$ cat config.mk
export PLATFORM = sky130hd
export DESIGN_NAME = display_scan_ctrl
export DESIGN_NICKNAME = d
export VERILOG_FILES = /design/src/rtl/display_scan_ctrl.sv
export SDC_FILE = /design/constraint.sdc
export NUM_CORES = 1
export LEC_CHECK = 0
export ABC_AREA = 1
export BUFFER_PORTS_ARGS = -buffer_cell sky130_fd_sc_hd__buf_2
export CELL_PAD_IN_SITES_DETAIL_PLACEMENT = 1
export CELL_PAD_IN_SITES_GLOBAL_PLACEMENT = 2
export CORE_MARGIN = 2
export CORE_UTILIZATION = 34
export CTS_BUF_LIST = sky130_fd_sc_hd__clkbuf_2 sky130_fd_sc_hd__clkbuf_4 sky130_fd_sc_hd__clkbuf_8
export CTS_CLUSTER_DIAMETER = 40
export DETAILED_ROUTE_END_ITERATION = 12
export GPL_TIMING_DRIVEN = 1
export PLACE_DENSITY = 0.89
export RECOVER_POWER = 50
export SYNTH_ARGS = -nofsm -noshare
export SYNTH_HDL_FRONTEND = slang
export SYNTH_SLANG_ARGS = --single-unit
$ cat constraint.sdc
create_clock -name clk -period 2.15 [get_ports clk]
set_input_delay 0.43 -clock clk [delete_from_list [all_inputs] [get_ports clk]]
set_output_delay 0.43 -clock clk [all_outputs]
set_load 0.005 [all_outputs]
$ cat src/rtl/display_scan_ctrl.sv
// Time-multiplexed seven-segment scan controller. A shadow digit bank is
// written over valid/ready and copied to the displayed bank only at a frame wrap.
module display_scan_ctrl #(
    parameter int N_DIG = 4,
    parameter int PRESC = 1000,
    parameter int BLANK = 8,
    localparam int IW = $clog2(N_DIG)
) (
    input  logic             clk,
    input  logic             reset,
    input  logic             enable,
    input  logic             wr_valid,
    output logic             wr_ready,
    input  logic [IW-1:0]    wr_addr,
    input  logic [3:0]       wr_data,
    input  logic             commit_req,
    output logic             commit_ack,
    output logic             seg1,
    output logic             seg2,
    output logic             seg3,
    output logic             seg4,
    output logic             seg5,
    output logic             seg6,
    output logic             seg7,
    output logic [N_DIG-1:0] an,
    output logic [IW-1:0]    scan_idx
);
    localparam int CW = $clog2(PRESC);

    typedef enum logic [1:0] {S_OFF, S_BLANK, S_DRIVE} state_t;

    state_t             state_q, state_d;
    logic [CW-1:0]      cnt_q, cnt_d;
    logic [IW-1:0]      scan_q, scan_d;
    logic [3:0]         shadow_q [N_DIG];
    logic [3:0]         shadow_d [N_DIG];
    logic [3:0]         active_q [N_DIG];
    logic [3:0]         active_d [N_DIG];
    logic               pending_q, pending_d;
    logic               ack_q, ack_d;
    logic [N_DIG-1:0]   an_q, an_d;
    logic [6:0]         seg_q, seg_d;
    logic               slot_end, wrap, copy;

    // Segment order is {a,b,c,d,e,f,g}.
    function automatic logic [6:0] glyph(input logic [3:0] v);
        case (v)
            4'h0: glyph = 7'b1111110;
            4'h1: glyph = 7'b0110000;
            4'h2: glyph = 7'b1101101;
            4'h3: glyph = 7'b1111001;
            4'h4: glyph = 7'b0110011;
            4'h5: glyph = 7'b1011011;
            4'h6: glyph = 7'b1011111;
            4'h7: glyph = 7'b1110000;
            4'h8: glyph = 7'b1111111;
            4'h9: glyph = 7'b1110011;
            4'hA: glyph = 7'b1110111;
            4'hB: glyph = 7'b0011111;
            4'hC: glyph = 7'b1001110;
            4'hD: glyph = 7'b0111101;
            4'hE: glyph = 7'b1001111;
            default: glyph = 7'b1000111;
        endcase
    endfunction

    always_comb begin
        state_d   = state_q;
        cnt_d     = cnt_q;
        scan_d    = scan_q;
        shadow_d  = shadow_q;
        active_d  = active_q;
        pending_d = pending_q;
        ack_d     = 1'b0;
        an_d      = '0;
        seg_d     = '0;

        slot_end = (cnt_q == CW'(PRESC - 1));
        wrap     = (state_q != S_OFF) && enable && slot_end && (scan_q == IW'(N_DIG - 1));
        // While off there is no frame to tear, so a pending commit lands at once.
        copy     = pending_q && ((state_q == S_OFF) || wrap);

        if (wr_valid && !pending_q && (int'(wr_addr) < N_DIG))
            shadow_d[wr_addr] = wr_data;

        if (copy) begin
            active_d  = shadow_q;
            pending_d = 1'b0;
            ack_d     = 1'b1;
        end else if (commit_req && !pending_q) begin
            pending_d = 1'b1;
        end

        if (!enable) begin
            state_d = S_OFF;
            cnt_d   = '0;
            scan_d  = '0;
        end else if (state_q == S_OFF) begin
            state_d = S_BLANK;
            cnt_d   = '0;
            scan_d  = '0;
        end else begin
            if (slot_end) begin
                cnt_d  = '0;
                scan_d = (scan_q == IW'(N_DIG - 1)) ? '0 : scan_q + 1'b1;
            end else begin
                cnt_d = cnt_q + 1'b1;
            end
            state_d = (cnt_d < CW'(BLANK)) ? S_BLANK : S_DRIVE;
        end

        // Outputs register the next state so they line up with the counter.
        if (state_d == S_DRIVE) begin
            an_d[scan_d] = 1'b1;
            seg_d        = glyph(active_d[scan_d]);
        end
    end

    always_ff @(posedge clk or posedge reset) begin
        if (reset) begin
            state_q   <= S_OFF;
            cnt_q     <= '0;
            scan_q    <= '0;
            pending_q <= 1'b0;
            ack_q     <= 1'b0;
            an_q      <= '0;
            seg_q     <= '0;
            for (int i = 0; i < N_DIG; i++) begin
                shadow_q[i] <= '0;
                active_q[i] <= '0;
            end
        end else begin
            state_q   <= state_d;
            cnt_q     <= cnt_d;
            scan_q    <= scan_d;
            pending_q <= pending_d;
            ack_q     <= ack_d;
            an_q      <= an_d;
            seg_q     <= seg_d;
            shadow_q  <= shadow_d;
            active_q  <= active_d;
        end
    end

    assign wr_ready   = ~pending_q;
    assign commit_ack = ack_q;
    assign an         = an_q;
    assign scan_idx   = scan_q;
    assign {seg1, seg2, seg3, seg4, seg5, seg6, seg7} = seg_q;

endmodule

==> results of run 1 <==
==> state kept, by name, summed over array words and instances (netlist names) <==
signal	flops
scan_idx	2
cnt_q	10
state_q	2
commit_ack	1
an	4
shadow_q	16
active_q	16
pending_q	1
seg_q	7
==> metrics by stage <==
stage / instances / hold WS, ps
3_3_place_gp: 497 / 459
4_1_cts: 518 / 154
2_1_floorplan: 340 / 438
5_1_grt: 528 / 315
6_report: 528 / 309
3_5_place_dp: 497 / 466
==> path summary, 6_finish.rpt <==
| path | startpoint | to | slack (ps) | depth (start not counted) |
|---|---|---|---|---|
| setup / recovery | scan_idx[1]$_DFF_PP0_ | seg_q[3]$_DFF_PP0_ | -110 | 16 |
| hold / removal | reset | scan_idx[1]$_DFF_PP0_ | 310 | 2 |
| setup reg to reg | scan_idx[1]$_DFF_PP0_ | seg_q[3]$_DFF_PP0_ | -110 | 16 |
| hold reg to reg | active_q[2]$_DFF_PP0_ | active_q[2]$_DFF_PP0_ | 480 | 2 |
| max in group asynchronous | reset | active_q[0]$_DFF_PP0_ | 440 | 3 |
| min in group clk | commit_req | pending_q$_DFFE_PP0P_ | 310 | 3 |
==> area by class of cell <==
type	count	share of cell area, %
sequential	59	38.2
multi-input combinational	237	37.2
timing repair buffer	68	11.5
inverter	43	4.63
clock buffer	11	3.75
tap	105	3.40
clock inverter	5	1.36
==> layer usage <==
layer	vias up	global-route usage [%]	wire, µm
met4	0	6.07	114
met5	-	0	0
li1	1223	-	-
met2	34	30.2	3880
met3	10	4.93	231
met1	1156	20.8	3310
==> where the power goes <==
group          switching (mW)  total (mW)  internal, mW
Combinational           0.547       0.890         0.344
Clock                   0.459        1.03         0.573
Sequential             0.0842        1.39          1.30
Total                    1.09        3.31          2.22
==> kinds of logic (layout without fill, tap and decap cells) <==
logic type / after synthesis / in the layout
adder cells (fa/ha/maj): 7 / 7
AO/OA/AOI/OAI: 30 / 30
XOR/XNOR: 1 / 1
flip-flops: 59 / 59
AND/OR/NAND/NOR: 198 / 199
buffers and inverters: 45 / 127
==> cell usage in the layout, fill, tap and decap left out, types with 2 or more instances in the layout <==
cell,instances
a21oi_1,4
buf_2,25
buf_4,42
clkbuf_8,10
clkinv_2,3
dfrtp_1,59
ha_2,4
ha_4,3
inv_1,28
inv_2,10
inv_4,4
nand2_1,86
nand2_2,28
nand2_4,4
nand3_1,17
nand3_4,4
nand3b_1,4
nand4_1,4
nor2_1,27
nor2_2,2
nor2_4,11
nor3_1,3
nor3_2,2
o21ai_0,17
o21ai_2,2
o21bai_1,3
==> timing repair <==
action	4_1_cts	5_1_grt
cloned	0	1
endpoints found under the setup margin	12	12
buffers inserted	5	9
pin swaps	14	26
resized for setup	9	35
==> worst reg2reg max path, delay by kind of cell (launching register included) <==
kind,cells,cell delay [ps]
flip-flops,1,390
AND/OR/NAND/NOR,11,1220
buffers and inverters,3,200
adder cells (fa/ha/maj),2,380
==> run metrics, run 1 <==
Synth Area in Compound Gates 5.65%; Die H 96.0 µm; CTS tree built; synthesized area 0.00288 mm²; adder-cell share of the synthesized area 3.04%; post-route cell area 0.00387 mm²; ys flop type dfrtp_1; syn avg cell area 8.47 µm²; vias per std cell 4.59; Required @ worst endpoint 2430 ps; CTS hold repair buffers 0; Layout fillers 998; vias in the first global route 2488; Yosys reg bits 59; share of cells above drive strength 1 39.2%; Vias 2423; Hold Crit Class input pin to asynchronous set/reset pin; Tmin final 2260 ps; Seq/Total Area, Yosys 51.3%; max incr delay on CP 390 ps; Max Slew Vio Count 0; final antenna-violating net count 0; final setup violating endpoints 7; total negative setup slack -674 ps; Max Cap Viol 0; Placed Area 0.00342 mm²; CP arrival 2550 ps; pwr/cell area 856 mW/mm²; Rows 33; worst relative slew slack 33.0%; full die area 0.00922 mm²; slew of the pin with the lowest slew margin 1000 ps; YS warnings 0; initial core utilization 35.0%; num ports 26; final period utilization 105%; fin worst setup slack -114 ps; Final Routed Wirelength 7540 µm; Max clock buf depth 2; CTS sink cnt 59; clk_lat worst skew 350 ps; core area 0.00822 mm²; worst path cell trace ha_2 -> or2_4 -> nand4_1 -> nand3_4 -> nand2_4 -> inv_4 -> nand2_2 -> nand2_2 -> nor2_4 -> inv_2 -> ha_4 -> inv_2 -> nand2_2 -> nand3_2 -> nand2_1 -> nor2_1; peak supply drop 0.000476 V; die extent in x 96.0 µm; post-detailed-route wirelength per cell 14.3 µm; EDFF count, synth 0; total power 3.31 mW; drt first-iter violations 57; fmax 0.442 GHz; critical path type flip-flop to flip-flop; most frequent cell after synthesis nand2_1; n_diodes 0; cell family with most CP delay simple AND/OR/NAND/NOR gates; final hold vios 0; top cell types by occurrence after synthesis 107 x nand2_1, 59 x dfrtp_1, 33 x inv_1, 30 x nor2_1, 18 x nand3_1; post-synthesis mux area share 0%; port buffer count 25; synth unique cells 30; dpl ws -184 ps; area used by multi-input combinational logic 0.00144 mm²; Startpoint Class flip-flop; failing checks negative setup slack; cell accounting for the most synthesized area dfrtp_1; final design utilization 47.1%; CP max stage cell dfrtp_1; Reg clk slew, reported paths 70 ps; Pleak 1.99 nW; Area contributors post-synth dfrtp_1 51%, nand2_1 14%, inv_1 4.3%; largest family of logic cells by synthesized area simple AND/OR/NAND/NOR gates; placer's final routability congestion estimate 0.817; first drt pass iteration count 6; status finished, violations left; FF+latch area 0.00148 mm²; RSZ-0062 raised after global routing true; Critical Path Most Common Cell nand2_2; post-synthesis xor/xnor area fraction 0.304%; Syn Inst Count 340; CP max FO 5; DRC 0; CP Capture Type flip-flop; post-synthesis simple-gate area fraction 33.5%; global-route wire length before repair 12000 µm; fraction of registers with async set/reset 100%; gr usage total 17.5%; largest net degree at the start of global routing 35; Total Nets Final 436; Final Skew 7.95 ps; top-area cell type share of the netlist area 51.3%; critical path buffer and inverter count 3; DP HPWL 5210 µm; total gr overflow 0; Root Buffer clkbuf_8; Syn Nets 358; area grow syn2layout 34.3%; initial antenna violation count 0; H-tree Lvls 3; CTS Buf Count 9
Note: power is estimated with default switching activity, not from simulation.
==> inputs of run 2 (changes only) <==
- SETUP_SLACK_MARGIN: default -> 0.3
==> run 2 against run 1 <==
Effect of this change:
- sequential share of layout area decreased by 0.27 points
- register-to-register slack lost 30 ps
- first-iteration DRC count grew 5.3%
- sequential cell count did not move
- global-route usage grew 1.3 points
- wire length increased by 2.5%
- die area unchanged
- critical path type unchanged
- critical path depth down 1
- count of clock-buffer cells in the layout is 1 higher
- total power down 7.7%
- the run still ends with negative setup slack left
==> run metrics, run 2 (synthesis gave the netlist of run 1 again) <==
status finished, violations left; failing checks negative setup slack; H-tree Lvls 3 (unchanged); clk_lat worst skew 350 ps (about the same); Internal Dissipation 2.05 mW (-7.8%); global-route wire length before repair 12900 µm (+7.8%); combinational share of power 24.9% (-2.0 points); Switching Fraction 33.0% (+0.071 points); Required @ worst endpoint 2380 ps (-50 ps); fmax 0.436 GHz (-1.4%); gr usage total 18.8% (+1.3 points); die extent in x 96.0 µm (unchanged); commonest non-fill, non-tap cells in the layout 91 x nand2_1, 59 x dfrtp_1, 47 x buf_4; port buffer count 25 (unchanged); Largest regs active_q: 16 flops, shadow_q: 16 flops, cnt_q: 10 flops; peak supply drop 0.000438 V (-8.0%); Tmin final 2290 ps (+31.0 ps); Final Skew 8.71 ps (+0.760 ps); core area 0.00822 mm² (unchanged); critical path type flip-flop to flip-flop; final antenna-violating net count 0 (unchanged); area grow syn2layout 35.2%; CTS Buf Count 9 (unchanged); CP arrival 2520 ps (-30 ps); initial core utilization 35.0% (unchanged); RSZ-0062 raised after global routing true; Max Slew Vio Count 0 (unchanged); CP Capture Type flip-flop; Pleak 2.06 nW (+3.5%); Final Routed Wirelength 7720 µm (+2.5%); CTS hold repair buffers 0 (unchanged); CTS tree built; final period utilization 107% (+1.4 points); vias in the first global route 2671 (+7.4%); Startpoint Class flip-flop; Hold Crit Class input pin to asynchronous set/reset pin; Max clock buf depth 2 (unchanged); most common cell after layout, fill and taps aside nand2_1; worst relative slew slack 19.9% (-13 points); Vias 2488 (+2.7%); Total Nets Final 443 (+1.6%); CTS sink cnt 59 (unchanged); CP max FO 5 (unchanged); final setup violating endpoints 7 (unchanged); n_diodes 0 (unchanged); placer's final routability congestion estimate 0.806 (-1.3%); DP HPWL 5160 µm (-1.1%); Clk network pwr share 29.6% (-1.6 points); share of power burned in registers 45.5% (+3.6 points); final hold vios 0 (unchanged); fin worst setup slack -145 ps (-31.0 ps); drt first-iter violations 60 (+5.3%); initial antenna violation count 0 (unchanged); total power 3.06 mW (-7.7%); Layout fillers 987 (-1.1%); pwr/cell area 785 mW/mm² (-8.3%); Rows 33 (unchanged); largest net degree at the start of global routing 35 (unchanged); Reg clk slew, reported paths 70 ps (about the same); vias per std cell 4.66 (+1.5%); Root Buffer clkbuf_8; dpl ws -222 ps (-38.2 ps); full die area 0.00922 mm² (unchanged); Psw 1.01 mW (-7.5%); Hold WS 313 ps (+4.26 ps); slew of the pin with the lowest slew margin 1200 ps (+192 ps); post-detailed-route wirelength per cell 14.5 µm (+1.3%); Max Cap Viol 0 (unchanged); Die H 96.0 µm (unchanged); total gr overflow 0 (unchanged); num ports 26 (unchanged); share of cells above drive strength 1 38.9% (-0.32 points); DRC 0 (unchanged); first drt pass iteration count 4 (-2)
## run 2: cell count changes in the layout (fill, tap and decap cells not counted), sizes merged
cell / previous run / this run
buf: 67 / 75
bufinv: 1 / 0
clkbuf: 12 / 13
inv: 43 / 42
nor2: 41 / 40
## run 2: final timing paths
| path | start | endpoint | slack (ps) | cells past startpoint |
|---|---|---|---|---|
| max | scan_idx[1]$_DFF_PP0_ | seg_q[4]$_DFF_PP0_ | -140 | 15 |
| min | reset | cnt_q[1]$_DFF_PP0_ | 310 | 2 |
| max reg2reg | scan_idx[1]$_DFF_PP0_ | seg_q[4]$_DFF_PP0_ | -140 | 15 |
| min reg2reg | active_q[8]$_DFF_PP0_ | active_q[8]$_DFF_PP0_ | 480 | 2 |
| max in group asynchronous | reset | shadow_q[15]$_DFFE_PP0P_ | 490 | 3 |
| min in group clk | commit_req | pending_q$_DFFE_PP0P_ | 320 | 3 |
## run 2: metrics by stage
| stage | instances | utilization [%] | setup TNS (ps) | instance area [µm²] |
|---|---|---|---|---|
| finish | 534 | 47.4 | -808 | 3890 |
| global route | 534 | 47.4 | -2290 | 3890 |
| CTS | 525 | 46.2 | -639 | 3800 |
| detailed placement | 500 | 42.0 | -1260 | 3450 |
| global placement | 500 | 42.0 | -461 | 3450 |
| floorplan | 340 | - | -14.8 | 2950 |
## run 2: layer usage
| layer | part of all wire [%] | vias up | wire length [µm] | global-route usage [%] |
|---|---|---|---|---|
| li1 | - | 1238 | - | - |
| met1 | 42 | 1200 | 3270 | 22.4 |
| met2 | 52 | 36 | 4010 | 31.8 |
| met3 | 3.4 | 14 | 262 | 4.70 |
| met4 | 2.3 | 0 | 180 | 9.05 |
| met5 | 0 | - | 0 | 0 |
## run 2: worst max-delay path: stages, from the launching register on
cell and delay [ps]:
dfrtp_1 390, ha_2 180, or2_4 220, nand4_1 200
nand2_2 100, nor2_4 140, nor2_4 70, nand2_1 70
nand2_2 70, nor2_4 200, inv_2 80, ha_4 170
inv_2 60, nand2_2 60, o21ai_1 110, nor2_1 50
## run 2: final cells by class
cell class                 instances  area (µm²)  area share, %
clock buffer                      12         153           3.92
clock inverter                     3        15.0          0.386
inverter                          43         180           4.63
multi-input combinational        236        1420           36.5
sequential                        59        1480           37.9
tap                              105         131           3.37
timing repair buffer              76         517           13.3
## run 2: repair_timing
| action | 4_1_cts | 5_1_grt |
|---|---|---|
| setup buffers | 10 | 9 |
| endpoints found under the hold margin | 0 | 0 |
| resized for setup | 28 | 14 |
| endpoints found under the setup margin | 13 | 13 |
| pin swaps | 16 | 8 |
## run 2: power by group through the flow
stage	registers [mW]	clock network [mW]	logic (mW)
2_1_floorplan	1.38	0	0.554
3_3_place_gp	1.40	0	0.717
3_5_place_dp	1.41	0	0.735
4_1_cts	1.39	0.945	0.763
5_1_grt	1.41	0.992	0.879
6_report	1.39	0.905	0.761
